===== src/rtl/trap_ctrl.sv =====
// Trap / mret sequencer: on a faulting or trapping decode-stage instruction it latches
// the cause, pulses a commit strobe to the CSR file, squashes the pipe and redirects the PC.
// Latency: event accept -> redirect strobe is FLUSH_CYCLES+2 cycles. Backpressure: stall is
// held from COMMIT through REDIRECT, and inputs are ignored until IDLE is re-entered.
//
// Ports:
//   clk, reset                  : clock, async active-high reset
//   inst_valid, pc, inst        : decode-stage instruction
//   illegal_inst..mret_inst     : decoder flags
//   *_misaligned, mem_addr      : fault flags and effective load/store address
//   now_priv_mode               : current privilege (00 U, 11 M)
//   mtvec_in, mepc_in           : current CSR values, sampled in REDIRECT
//   exception_from_inst, mret   : one-cycle commit pulses
//   mcause_out/mepc_out/mtval_out : latched trap info
//   stall, flush                : pipeline hold / squash
//   redirect, redirect_pc       : one-cycle PC redirect strobe and target

module trap_ctrl #(
    parameter int FLUSH_CYCLES = 2
) (
    input  logic        clk,
    input  logic        reset,
    input  logic        inst_valid,
    input  logic [31:0] pc,
    input  logic [31:0] inst,
    input  logic        illegal_inst,
    input  logic        ecall,
    input  logic        ebreak,
    input  logic        mret_inst,
    input  logic        iaddr_misaligned,
    input  logic        load_misaligned,
    input  logic        store_misaligned,
    input  logic [31:0] mem_addr,
    input  logic [1:0]  now_priv_mode,
    input  logic [31:0] mtvec_in,
    input  logic [31:0] mepc_in,
    output logic        exception_from_inst,
    output logic        mret,
    output logic [3:0]  mcause_out,
    output logic [31:0] mepc_out,
    output logic [31:0] mtval_out,
    output logic        stall,
    output logic        flush,
    output logic        redirect,
    output logic [31:0] redirect_pc
);

    typedef enum logic [1:0] {
        S_IDLE     = 2'd0,
        S_COMMIT   = 2'd1,
        S_FLUSH    = 2'd2,
        S_REDIRECT = 2'd3
    } state_t;

    state_t      r_state;
    state_t      w_state_nxt;
    logic [3:0]  r_cnt;
    logic        r_is_mret;
    logic [3:0]  r_cause;
    logic [31:0] r_mepc;
    logic [31:0] r_mtval;

    logic        w_mret_ill;
    logic        w_exc;
    logic        w_mret_ok;
    logic        w_event;
    logic [3:0]  w_cause;
    logic [31:0] w_tval;

    // mret is only legal in M-mode; from any other privilege it traps as illegal.
    assign w_mret_ill = mret_inst && (now_priv_mode != 2'b11);
    assign w_exc      = iaddr_misaligned | illegal_inst | w_mret_ill | ebreak | ecall
                      | store_misaligned | load_misaligned;
    // Any exception flag alongside mret suppresses the mret path.
    assign w_mret_ok  = mret_inst && !w_exc;
    assign w_event    = inst_valid && (w_exc || w_mret_ok);

    // Cause and trap value, highest priority first.
    always_comb begin
        w_cause = 4'd0;
        w_tval  = 32'h0;
        if (iaddr_misaligned) begin
            w_cause = 4'd0;
            w_tval  = pc;
        end else if (illegal_inst || w_mret_ill) begin
            w_cause = 4'd2;
            w_tval  = inst;
        end else if (ebreak) begin
            w_cause = 4'd3;
            w_tval  = pc;
        end else if (ecall) begin
            w_cause = (now_priv_mode == 2'b00) ? 4'd8 : 4'd11;
            w_tval  = 32'h0;
        end else if (store_misaligned) begin
            w_cause = 4'd6;
            w_tval  = mem_addr;
        end else if (load_misaligned) begin
            w_cause = 4'd4;
            w_tval  = mem_addr;
        end
    end

    // State register plus the data latched at event accept.
    always_ff @(posedge clk or posedge reset) begin
        if (reset) begin
            r_state   <= S_IDLE;
            r_cnt     <= 4'd0;
            r_is_mret <= 1'b0;
            r_cause   <= 4'd0;
            r_mepc    <= 32'h0;
            r_mtval   <= 32'h0;
        end else begin
            r_state <= w_state_nxt;
            if (r_state == S_IDLE && w_event) begin
                r_cnt     <= 4'(FLUSH_CYCLES);
                r_is_mret <= w_mret_ok;
                r_cause   <= w_mret_ok ? 4'd0 : w_cause;
                r_mepc    <= pc;
                r_mtval   <= w_mret_ok ? 32'h0 : w_tval;
            end else if (r_state == S_FLUSH && r_cnt != 4'd0) begin
                r_cnt <= r_cnt - 4'd1;
            end
        end
    end

    // Next-state logic. FLUSH leaves when the count reaches zero, so it lasts
    // exactly FLUSH_CYCLES cycles.
    always_comb begin
        w_state_nxt = r_state;
        case (r_state)
            S_IDLE:     if (w_event) w_state_nxt = S_COMMIT;
            S_COMMIT:   w_state_nxt = S_FLUSH;
            S_FLUSH:    if (r_cnt <= 4'd1) w_state_nxt = S_REDIRECT;
            S_REDIRECT: w_state_nxt = S_IDLE;
            default:    w_state_nxt = S_IDLE;
        endcase
    end

    // Outputs decoded from state.
    always_comb begin
        exception_from_inst = 1'b0;
        mret                = 1'b0;
        stall               = 1'b0;
        flush               = 1'b0;
        redirect            = 1'b0;
        redirect_pc         = 32'h0;
        case (r_state)
            S_COMMIT: begin
                stall               = 1'b1;
                exception_from_inst = !r_is_mret;
                mret                = r_is_mret;
            end
            S_FLUSH: begin
                stall = 1'b1;
                flush = 1'b1;
            end
            S_REDIRECT: begin
                stall       = 1'b1;
                redirect    = 1'b1;
                redirect_pc = r_is_mret ? mepc_in : (mtvec_in & ~32'h3);
            end
            default: ;
        endcase
    end

    assign mcause_out = r_cause;
    assign mepc_out   = r_mepc;
    assign mtval_out  = r_mtval;

endmodule


===== config.mk =====
export PLATFORM = sky130hd
export DESIGN_NAME = trap_ctrl
export DESIGN_NICKNAME = d
export VERILOG_FILES = /design/src/rtl/trap_ctrl.sv
export SDC_FILE = /design/constraint.sdc
export NUM_CORES = 1
export LEC_CHECK = 0
export CAP_MARGIN = 5
export CORE_MARGIN = 2
export CORE_UTILIZATION = 38
export CTS_CLUSTER_SIZE = 8
export DETAILED_ROUTE_END_ITERATION = 10
export GPL_ROUTABILITY_DRIVEN = 0
export PLACE_DENSITY = 0.91
export SYNTH_ARGS = -nofsm -noshare
export SYNTH_HDL_FRONTEND = slang
export SYNTH_SLANG_ARGS = --single-unit

===== constraint.sdc =====
create_clock -name clk -period 3.15 [get_ports clk]
set_input_delay 0.7875 -clock clk [delete_from_list [all_inputs] [get_ports clk]]
set_output_delay 0.7875 -clock clk [all_outputs]
set_load 0.01 [all_outputs]

==> results.ini <==
[drt]
wl_per_cell_um=20.5
drc=0
wl_um=17900
ant_nets=0
dr.first_iter.drc_count=360
dr.pass1.iters=5
via_per_inst=5.60
via_count=4896

[cells_and_area]
nFillCells=842
final_util_pct=67.4
n_antenna_cell=0
areaGrowthSynthToFinish_pct=72.2
drive_gt1_share_pct=10.3
nets=904

[power_and_ir_drop]
combPwrFrac_pct=52.7
p_per_area_mw_per_mm2=765
ir_worst_vdd_uv=471
clock_power_share_pct=18.4
p_seq_share_pct=28.9
leakage_uw=0.00309
p_int_uw=3830
switchingPower_uw=2080
p_sw_share_pct=35.2

[worst_hold_path]
min_path_type=reg -> reg

[clock_tree]
numCtsBuffers=9
cts.path.max_buffers=2
path_clk_slew_ns=0.06
cts_tree=yes
clock_latency_ns=0.34
cts_setup_buffers=0
cts_htree_levels=3
cts_num_sinks=75
cts_root_buf=clkbuf_16
hold_buffers=0
cts_resized=0

[sta]
rsz0062_at_grt=false
worst_slew_pin_slew_ns=0.712
setup_viol=0
drv_slew=0
period_needed_ns=3.04
clock_skew_ns=0.00749
max_freq_ghz=0.329
period_share_pct=96.4
max_slew_margin_pct=52.4
hold_violations=0
tns_ns=0

[synth]
yosys.area.top_type_share_pct=41.8
ys_top_cells_by_area=dfrtp_1 42%, nor2b_1 8.6%, mux2_2 8.3%, o21ai_0 6.8%, mux2i_1 6.7%
synth_commonest_cells=75 x dfrtp_1, 62 x nor2b_1, 61 x o21ai_0, 37 x nand2_1
ys_warn_count=0
synth_seq_area_share_pct=41.8
synth_area_mm2=0.00449
syn-mean-instance-area_um2=9.61
syn_inst=467
synth_area_leader_cell=dfrtp_1
synth_seq_cells=75
synth_nets=645
synth.distinct_cells=41
ys_async_sr_fraction_pct=100
ys.flop_type=dfrtp_1
yosysMostFrequentCell=dfrtp_1
synth_edf_count=0

[die]
dieArea_mm2=0.0127
rows=39
start_util_pct=39.1
dieHeight_um=113
boundaryPins=277
die_w_um=113
fp.coreArea_mm2=0.0115

[placed_design]
port_buffers=274
hpwl_um=13500

[critical_path]
critPathRequiredTime_ns=2.36
critPathCaptureType=primary output
cp_max_fo=1
path_class=in -> out
start_kind=input port
crit_arrival_ns=2.25

[flow_run]
drv_cap=0

[global_route]
grt_antenna_before_repair=0
grt-ovfl-total=0
grt_pass1_vias=5079
grt_first_pass_wirelength_um=27300
grtUsageTotal_pct=27.6
grt_max_degree=61

[run_status]
status=finished clean

## stage by stage
step	hold slack (ns)	instances	total power (uW)	area [um^2]	worst slack (ns)
3_3_place_gp	0.458	858	4710	7420	0.113
6_report	0.487	874	5910	7730	0.114
5_1_grt	0.507	874	6210	7730	0.0391
4_1_cts	0.483	874	5940	7730	0.0873
2_1_floorplan	0.500	467	3110	4490	0.453
3_5_place_dp	0.470	858	4840	7420	0.108
## layout by cell type (no fill, tap or decap), types with 2 or more instances in the layout
| master | n |
|---|---|
| clkdlybuf4s50_1 | 274 |
| o21ai_0 | 61 |
| nor2b_1 | 62 |
| clkbuf_16 | 9 |
| nand2_1 | 37 |
| o31ai_1 | 3 |
| nand2b_1 | 2 |
| ha_1 | 6 |
| xor2_1 | 2 |
| buf_4 | 15 |
| mux2i_1 | 30 |
| nor4_1 | 31 |
| mux2_2 | 33 |
| o211ai_1 | 2 |
| or3_1 | 2 |
| o41ai_1 | 2 |
| and3_1 | 2 |
| a221oi_1 | 31 |
| inv_6 | 4 |
| buf_12 | 4 |
| inv_1 | 7 |
| and2_1 | 2 |
| nor2_1 | 11 |
| o21ai_1 | 3 |
| dfrtp_1 | 75 |
## power by group through the flow
stage	sequential (uW)	clock, uW	combinational (uW)
3_5_place_dp	1720	0	3120
5_1_grt	1750	1140	3310
4_1_cts	1710	1100	3130
6_report	1710	1090	3110
2_1_floorplan	1840	0	1260
3_3_place_gp	1680	0	3040
## metal layers
layer  wire [um]  global-route usage (%)  part of all wire [%]
met1        6390                    30.0                    36
met2        9300                    50.8                    52
met3        1830                    9.23                    10
met4         411                    8.29                   2.3
met5           0                       0                     0
## critical path, stage by stage
cell and delay [ns]:
clkdlybuf4s50_1 0.46, mux2i_1 0.12, buf_4 0.18, nor2b_1 0.12, clkdlybuf4s50_1 0.58
## final timing paths
path                                           start                   endpoint  slack, ns  depth (start not counted)
min in group asynchronous                      reset   mepc_out[18]$_DFFE_PP0P_       0.90                          2
max                                      mepc_in[30]            redirect_pc[30]       0.11                          5
max reg2reg                   r_state[0]$_DFFE_PP0P_    mepc_out[2]$_DFFE_PP0P_       1.15                          6
min reg2reg                mtval_out[18]$_DFFE_PP0P_  mtval_out[18]$_DFFE_PP0P_       0.49                          2
max in group asynchronous                      reset  mtval_out[12]$_DFFE_PP0P_       1.55                          3
min                        mtval_out[18]$_DFFE_PP0P_  mtval_out[18]$_DFFE_PP0P_       0.49                          2
## sequential cells by signal (all words and copies together) (netlist names)
name	count
r_state	2
r_cnt	4
r_is_mret	1
mcause_out	4
mepc_out	32
mtval_out	32
## layout make-up
class	instances	area [um^2]	area share [%]
flip-flops and latches	75	1880	24.3
well taps	143	179	2.32
multi-input cells	339	2400	31.1
clock buffers	9	225	2.91
inverters	8	30.0	0.389
clock inverters	7	81.3	1.05
repair buffers	293	2940	38.0
## logic make-up (layout without fill, tap and decap cells)
| family | after synthesis | after routing | share of synthesized area, % |
|---|---|---|---|
| buf+inv | 53 | 317 | 5.05 |
| compound gates | 113 | 113 | 17.0 |
| mux | 63 | 63 | 15.0 |
| simple gates | 154 | 154 | 18.9 |
| flops | 75 | 75 | 41.8 |
| xor+xnor | 3 | 3 | 0.586 |
| fa+ha+maj | 6 | 6 | 1.67 |
Note: power is estimated with default switching activity, not from simulation.
